--- src/rtl/gpio_sw_debounce_if.sv ---
// Switch-conditioning interface: raw pads and interrupt controls in,
// debounced levels, edge strobes and the sticky change flag out.
interface gpio_sw_debounce_if #(
   parameter int unsigned NUM_SW = 16
);
   logic [NUM_SW-1:0] sw_raw_i;
   logic [NUM_SW-1:0] irq_en_i;
   logic              irq_clr_i;
   logic [NUM_SW-1:0] sw_db_o;
   logic [NUM_SW-1:0] sw_rise_o;
   logic [NUM_SW-1:0] sw_fall_o;
   logic              sw_chg_irq_o;

   modport master (
      output sw_raw_i, irq_en_i, irq_clr_i,
      input  sw_db_o, sw_rise_o, sw_fall_o, sw_chg_irq_o
   );

   modport slave (
      input  sw_raw_i, irq_en_i, irq_clr_i,
      output sw_db_o, sw_rise_o, sw_fall_o, sw_chg_irq_o
   );
endinterface

--- src/rtl/gpio_sw_debounce.sv ---
// Per-bit synchroniser and stable-count debouncer for board switches, with
// registered rise/fall strobes and a sticky, maskable change interrupt.
module gpio_sw_debounce #(
   parameter int unsigned NUM_SW          = 16,
   parameter int unsigned SYNC_STAGES     = 2,
   parameter int unsigned DEBOUNCE_CYCLES = 500000
) (
   input logic               clk,
   input logic               rst,
   gpio_sw_debounce_if.slave bus
);
   localparam int unsigned      CNT_W   = $clog2(DEBOUNCE_CYCLES + 1);
   localparam logic [CNT_W-1:0] CNT_MAX = CNT_W'(DEBOUNCE_CYCLES - 1);

   logic [NUM_SW-1:0] sync_r [SYNC_STAGES];
   logic [NUM_SW-1:0] sync_q;
   logic [CNT_W-1:0]  cnt    [NUM_SW];
   logic [NUM_SW-1:0] flip;
   logic [NUM_SW-1:0] db_q;
   logic [NUM_SW-1:0] rise_q;
   logic [NUM_SW-1:0] fall_q;
   logic              irq_q;
   logic              irq_set;

   assign sync_q = sync_r[SYNC_STAGES-1];

   always_ff @(posedge clk or posedge rst) begin
      if (rst) begin
         for (int unsigned s = 0; s < SYNC_STAGES; s++) begin
            sync_r[s] <= '0;
         end
      end else begin
         sync_r[0] <= bus.sw_raw_i;
         for (int unsigned s = 1; s < SYNC_STAGES; s++) begin
            sync_r[s] <= sync_r[s-1];
         end
      end
   end

   // A bit flips on the mismatch cycle that finds its counter already full.
   always_comb begin
      flip = '0;
      for (int unsigned i = 0; i < NUM_SW; i++) begin
         flip[i] = (sync_q[i] != db_q[i]) && (cnt[i] == CNT_MAX);
      end
   end

   assign irq_set = |((rise_q | fall_q) & bus.irq_en_i);

   always_ff @(posedge clk or posedge rst) begin
      if (rst) begin
         for (int unsigned i = 0; i < NUM_SW; i++) begin
            cnt[i] <= '0;
         end
         db_q   <= '0;
         rise_q <= '0;
         fall_q <= '0;
         irq_q  <= 1'b0;
      end else begin
         for (int unsigned i = 0; i < NUM_SW; i++) begin
            if (sync_q[i] == db_q[i] || flip[i]) begin
               cnt[i] <= '0;
            end else begin
               cnt[i] <= cnt[i] + CNT_W'(1);
            end
         end
         db_q   <= db_q ^ flip;
         rise_q <= flip & sync_q;
         fall_q <= flip & ~sync_q;
         if (irq_set) begin
            irq_q <= 1'b1;
         end else if (bus.irq_clr_i) begin
            irq_q <= 1'b0;
         end
      end
   end

   assign bus.sw_db_o      = db_q;
   assign bus.sw_rise_o    = rise_q;
   assign bus.sw_fall_o    = fall_q;
   assign bus.sw_chg_irq_o = irq_q;
endmodule

--- src/flat_wrapper.sv ---
// flat-port wrapper written by rule: the top's interface ports become plain ports
module gpio_sw_debounce_flat 
#(
   parameter int unsigned NUM_SW          = 16,
   parameter int unsigned SYNC_STAGES     = 2,
   parameter int unsigned DEBOUNCE_CYCLES = 500000
)
  (clk, rst, bus_sw_raw_i, bus_irq_en_i, bus_irq_clr_i, bus_sw_db_o, bus_sw_rise_o, bus_sw_fall_o, bus_sw_chg_irq_o);
  gpio_sw_debounce_if #(.NUM_SW(NUM_SW)) bus_i ();
  input logic clk;
  input logic rst;
  input wire logic [$bits(bus_i.sw_raw_i)-1:0] bus_sw_raw_i;
  input wire logic [$bits(bus_i.irq_en_i)-1:0] bus_irq_en_i;
  input wire logic [$bits(bus_i.irq_clr_i)-1:0] bus_irq_clr_i;
  output wire logic [$bits(bus_i.sw_db_o)-1:0] bus_sw_db_o;
  output wire logic [$bits(bus_i.sw_rise_o)-1:0] bus_sw_rise_o;
  output wire logic [$bits(bus_i.sw_fall_o)-1:0] bus_sw_fall_o;
  output wire logic [$bits(bus_i.sw_chg_irq_o)-1:0] bus_sw_chg_irq_o;
  assign bus_i.sw_raw_i = bus_sw_raw_i;
  assign bus_i.irq_en_i = bus_irq_en_i;
  assign bus_i.irq_clr_i = bus_irq_clr_i;
  assign bus_sw_db_o = bus_i.sw_db_o;
  assign bus_sw_rise_o = bus_i.sw_rise_o;
  assign bus_sw_fall_o = bus_i.sw_fall_o;
  assign bus_sw_chg_irq_o = bus_i.sw_chg_irq_o;
  gpio_sw_debounce #(.NUM_SW(NUM_SW), .SYNC_STAGES(SYNC_STAGES), .DEBOUNCE_CYCLES(DEBOUNCE_CYCLES)) u_core (.clk(clk), .rst(rst), .bus(bus_i));
endmodule
--- config.mk ---
export PLATFORM = sky130hd
export DESIGN_NAME = gpio_sw_debounce_flat
export DESIGN_NICKNAME = d
export VERILOG_FILES = /design/src/rtl/gpio_sw_debounce_if.sv /design/src/rtl/gpio_sw_debounce.sv /design/src/flat_wrapper.sv
export SDC_FILE = /design/constraint.sdc
export NUM_CORES = 1
export LEC_CHECK = 0
export BUFFER_PORTS_ARGS = -buffer_cell sky130_fd_sc_hd__buf_2
export CORE_MARGIN = 2
export CORE_UTILIZATION = 56
export CTS_CLUSTER_SIZE = 24
export DETAILED_ROUTE_END_ITERATION = 8
export GPL_TIMING_DRIVEN = 0
export PLACE_DENSITY = 0.75
export SYNTH_ARGS = -nofsm -noshare
export SYNTH_HDL_FRONTEND = slang
export SYNTH_SLANG_ARGS = --single-unit
--- constraint.sdc ---
create_clock -name clk -period 11.4 [get_ports clk]
set_input_delay 0.57 -clock clk [delete_from_list [all_inputs] [get_ports clk]]
set_output_delay 0.57 -clock clk [all_outputs]
set_load 0.005 [all_outputs]
-- Word level (Yosys, flattened, before mapping)
Index checks and enable logic that the tools add are counted.
- bits in registers: 385
- input port bits: 35
- output and inout bits: 49
- memories: 0
- bits in latches: 0
- word-level logic and storage cells: 144
- bits in read-only memories: 0
- bits in writable memories: 0
- eq/ne operators: 48
- magnitude comparators: 0
- multipliers: 0
- add/sub/neg operators: 16
- shifts and indexed selects: 0
- bitwise operators: 6
- mux-type cells: 18
- reduce and logical (&&, ||, !) cells: 34
- divide/modulo/power cells: 0
- operator list (operator ; number):
    $add 19x1->19 const B ; 16
    $eq 19x19->1 const B ; 16
    $mux 19 ; 16
    $and 16x16->16 ; 3
    $eq 1x1->1 ; 16
    $logic_and 1x1->1 ; 16
    $logic_or 1x1->1 ; 16
    $ne 1x1->1 ; 16
    $not 16->16 ; 1
    $or 16x16->16 ; 1
    $reduce_or 16->1 ; 1
    $xor 16x16->16 ; 1
    $mux 1 ; 2
    $reduce_bool 2->1 ; 1

-- Longest topological paths before layout
- depth in word-level cells: 4
- gate-level depth with buffers: 7
- depth with buffers taken out: 5

-- Least setup slack after synthesis
OpenSTA, ideal clock, no wires.
- kind: register -> register
- start: register u_core.cnt[63] in the netlist's numbering
- end: register with a tool-made name
- setup time: 0.125 ns
- slack: 9.215 ns
- arrival: 2.059 ns
- clock period less this slack: 2.185 ns
- required time: 11.275 ns
- stages on the path, launching flop included: 6
- buffers on the path: 1
- cell sequence: dfrtp_1 > buf_6 > or4b_1 > or4_4 > or2_4 > mux2_4
- RTL lines (element ; RTL line ; text):
    start, declared ; gpio_sw_debounce.sv:17 ; logic [CNT_W-1:0] cnt [NUM_SW];
    start signal, assigned by index ; gpio_sw_debounce.sv:64 ; cnt[i] <= cnt[i] + CNT_W'(1);

-- Worst setup path after layout
- start: register u_core.cnt[38] in the netlist's numbering
- end: register u_core.cnt[53] in the netlist's numbering
- cells in the longest elaborated chain, start to end: 4
- elaborated cells on any way between the ends: 5
- those cells by class: add/sub: 1; eq/ne: 1; mux: 1; reduce/logical: 2
- RTL lines (element ; RTL line ; text):
    branches (longest 3 deep; another with $add 19x1->19) ; - ;
    $mux 19 * ; gpio_sw_debounce.sv:61 ; if (sync_q[i] == db_q[i] || flip[i]) begin
Every way passes the cells marked *.
A chain may end at the register's enable or synchronous reset.

==> impl_metrics.ini <==
[run_status]
outcome = finished, final reports clean

[timing]
setup_tns_ns = 0
fin_crit_ns = 2.53
finClkSkew_ns = 0.0112
hold_viol = 0
finalCritPeriodShare_pct = 22.2
fmax_mhz = 396
setup_viol = 0
worst_pin_slew_ns = 1.01
slew_violations = 0
maxSlewHeadroom_pct = 32.4
rsz0062_at_grt = false

[placement]
place_congestion = 0.891
hpwl_microns = 24000
place_area_sq_um = 19000
portBuffers = 83

[power]
p_leak_nw = 8.34
power_density_nw_per_um2 = 138
intPower_mw = 2.20
switching_power_mw = 0.602
switching_share_pct = 21.5
pwr-share-clk_pct = 46.7
comb_power_share_pct = 3.0
ir_drop_uv = 110
pwr-share-seq_pct = 50.3

[cells_and_area]
layout_common_cells = dfrtp_1, nor2_1, xnor2_1
drive_gt1_share_pct = 12.2
design_area_sq_um = 20400
area_delta_synth_final_pct = 13.0
fillers = 2489
mostFrequentLayoutCell = dfrtp_1
diodes = 0
fin_nets = 1929

[min_path]
hold_start = bus_sw_raw_i[8]
hp-class = primary input to register
min_delay_worst_endpoint = u_core.sync_r[24]$_DFF_PP0_
hold_depth = 1

[cts]
cts_resized = 0
cts.reportedPaths.clkPinSlew_ns = 0.06
clock-sinks = 385
holdBufCountCts = 1
cts_root_buffer = clkbuf_16
clk_path_buf_depth = 3
post_cts_buffers = 0
insertion_delay_ns = 0.53
cts_buffers = 41
htree_levels = 2
cts_tree = yes

[route]
wl_per_cell_microns = 15.4
drt-total-wl_microns = 35400
drtAntennaViolNets = 0
dr.pass1.iters = 5
drcViolationCount = 0
viasPerCell = 5.84
num_vias = 13400
drt_iter0_markers = 885

[setup_path]
critPathKind = register to register
worstRegToRegCells = 5
cp_top_family = compound AO/OA/AOI/OAI gates
path_buf_inv = 1
worstPathCellList = ha_1 > nand4_1 > o31ai_1 > clkbuf_1 > nor2_1
cp_num_cells = 5
regToRegStartpoint = u_core.cnt[38]$_DFF_PP0_
crit_required_ns = 11.79
crit_path_start_kind = register
critPathMaxStageDelay_ns = 0.92
worstPathArrival_ns = 2.92
slowest_stage = o31ai_1
rrSetupSlack_ns = 8.87
worstPathMaxFanout = 10
worstReg2RegEnd = u_core.cnt[53]$_DFF_PP0_
endpoint_kind = register

[grt]
grt_pass1_wl_microns = 61900
grt_max_degree = 137
antenna_found_initial = 0
grt_usage_pct = 21.7
grt_pass1_vias = 13200
overflow = 0

[synth]
synth_edf_count = 0
syn_inst = 1748
netlist-cell-type-count = 49
syn_area_per_cell_sq_um = 10.3
yosysSeqAreaShare_pct = 53.4
yosys_register_bits = 385
synth.cell_area_sq_um = 18000
syn_nets = 1799
yosys_warnings = 0
async_flop_share_pct = 100
ys.flop_type = dfrtp_1

[die]
die_w_microns = 183
die_h_microns = 183
design.core.area_sq_um = 31600
dieArea_sq_um = 33600
boundaryPins = 84
start_util_pct = 57.0
placementRows = 65

[flow_run]
maxCapViolCount = 0
## per-layer routing
metal  global-route usage (%)  wire (microns)
met3                     3.21            1360
met2                     35.6           17000
met1                     30.5           16400
met5                        0               0
met4                     5.95             673
## state kept, by name, summed over array words and instances (netlist names), named ones only
name,flops
u_core.cnt,304
u_core.bus.sw_fall_o,16
u_core.bus.sw_rise_o,16
u_core.sync_q,16
u_core.sync_r,16
u_core.bus.sw_chg_irq_o,1
## kinds of logic after synthesis
kind of cell	after synthesis	share of synthesized area (%)
and+or+nand+nor	891	26.8
DFF	385	53.4
xor gates and xnor gates	236	11.5
AOI/OAI and AO/OA	136	4.50
buffers and inverters	67	1.54
muxes	17	1.14
adders and majority gates	16	1.11
## through the flow
step / util, % / hold slack (ns) / cells / setup WS [ns] / total power, mW
after CTS: 64.4 / 0.115 / 2304 / 8.88 / 2.84
final: 64.4 / 0.139 / 2304 / 8.87 / 2.80
after detailed placement: 60.2 / 0.335 / 2236 / 8.89 / 1.52
after global routing: 64.4 / 0.122 / 2304 / 8.64 / 2.91
after floorplan: - / 0.331 / 1748 / 0.131 / 1.48
after global placement: 59.9 / 0.333 / 2233 / -3.57 / 1.51
## power by group through the flow
stage / clock network [mW] / registers (mW) / logic (mW)
2_1_floorplan: 0 / 1.43 / 0.0572
3_3_place_gp: 0 / 1.43 / 0.0785
3_5_place_dp: 0 / 1.43 / 0.0848
4_1_cts: 1.34 / 1.41 / 0.0862
5_1_grt: 1.40 / 1.41 / 0.0975
6_report: 1.31 / 1.41 / 0.0832
## worst max-delay path by stage
stage / from / to / slack (ns)
after CTS: u_core.cnt[38]$_DFF_PP0_ / u_core.cnt[53]$_DFF_PP0_ / 8.88
after floorplan: rst / async pin / 0.13
after global routing: u_core.cnt[38]$_DFF_PP0_ / u_core.cnt[53]$_DFF_PP0_ / 8.64
after global placement: rst / u_core.cnt[128]$_DFF_PP0_ / -3.57
after detailed placement: u_core.cnt[38]$_DFF_PP0_ / u_core.cnt[52]$_DFF_PP0_ / 8.89
final: u_core.cnt[38]$_DFF_PP0_ / u_core.cnt[53]$_DFF_PP0_ / 8.87
## synthesized netlist by cell type, types with 17 or more instances
library cell / instances / area [sq um]
nand3_1: 115 / 576
nand4_1: 107 / 669
xor2_1: 95 / 832
or3_1: 26 / 163
nor3_1: 51 / 255
clkbuf_1: 28 / 105
or4_1: 24 / 180
a21oi_1: 52 / 260
and4_1: 17 / 149
o31ai_1: 18 / 135
and3_1: 31 / 194
nor2_1: 234 / 878
nor4_1: 62 / 388
nand2_1: 90 / 338
nor3b_1: 35 / 263
or2_2: 28 / 175
dfrtp_1: 385 / 9630
o21ai_0: 40 / 200
xnor2_1: 141 / 1230
nor4b_1: 20 / 175
inv_1: 31 / 116
## final cells by class
| cell class | count | area, sq um | area share, % |
|---|---|---|---|
| Buffer | 36 | 161 | 0.792 |
| Clock buffer | 52 | 1130 | 5.53 |
| Clock inverter | 15 | 195 | 0.958 |
| Inverter | 31 | 124 | 0.608 |
| Multi-Input combinational cell | 1296 | 8120 | 39.8 |
| Sequential cell | 385 | 9630 | 47.3 |
| Tap cell | 402 | 503 | 2.47 |
| Timing Repair Buffer | 87 | 508 | 2.49 |
Power figures use the tool's default switching activity.
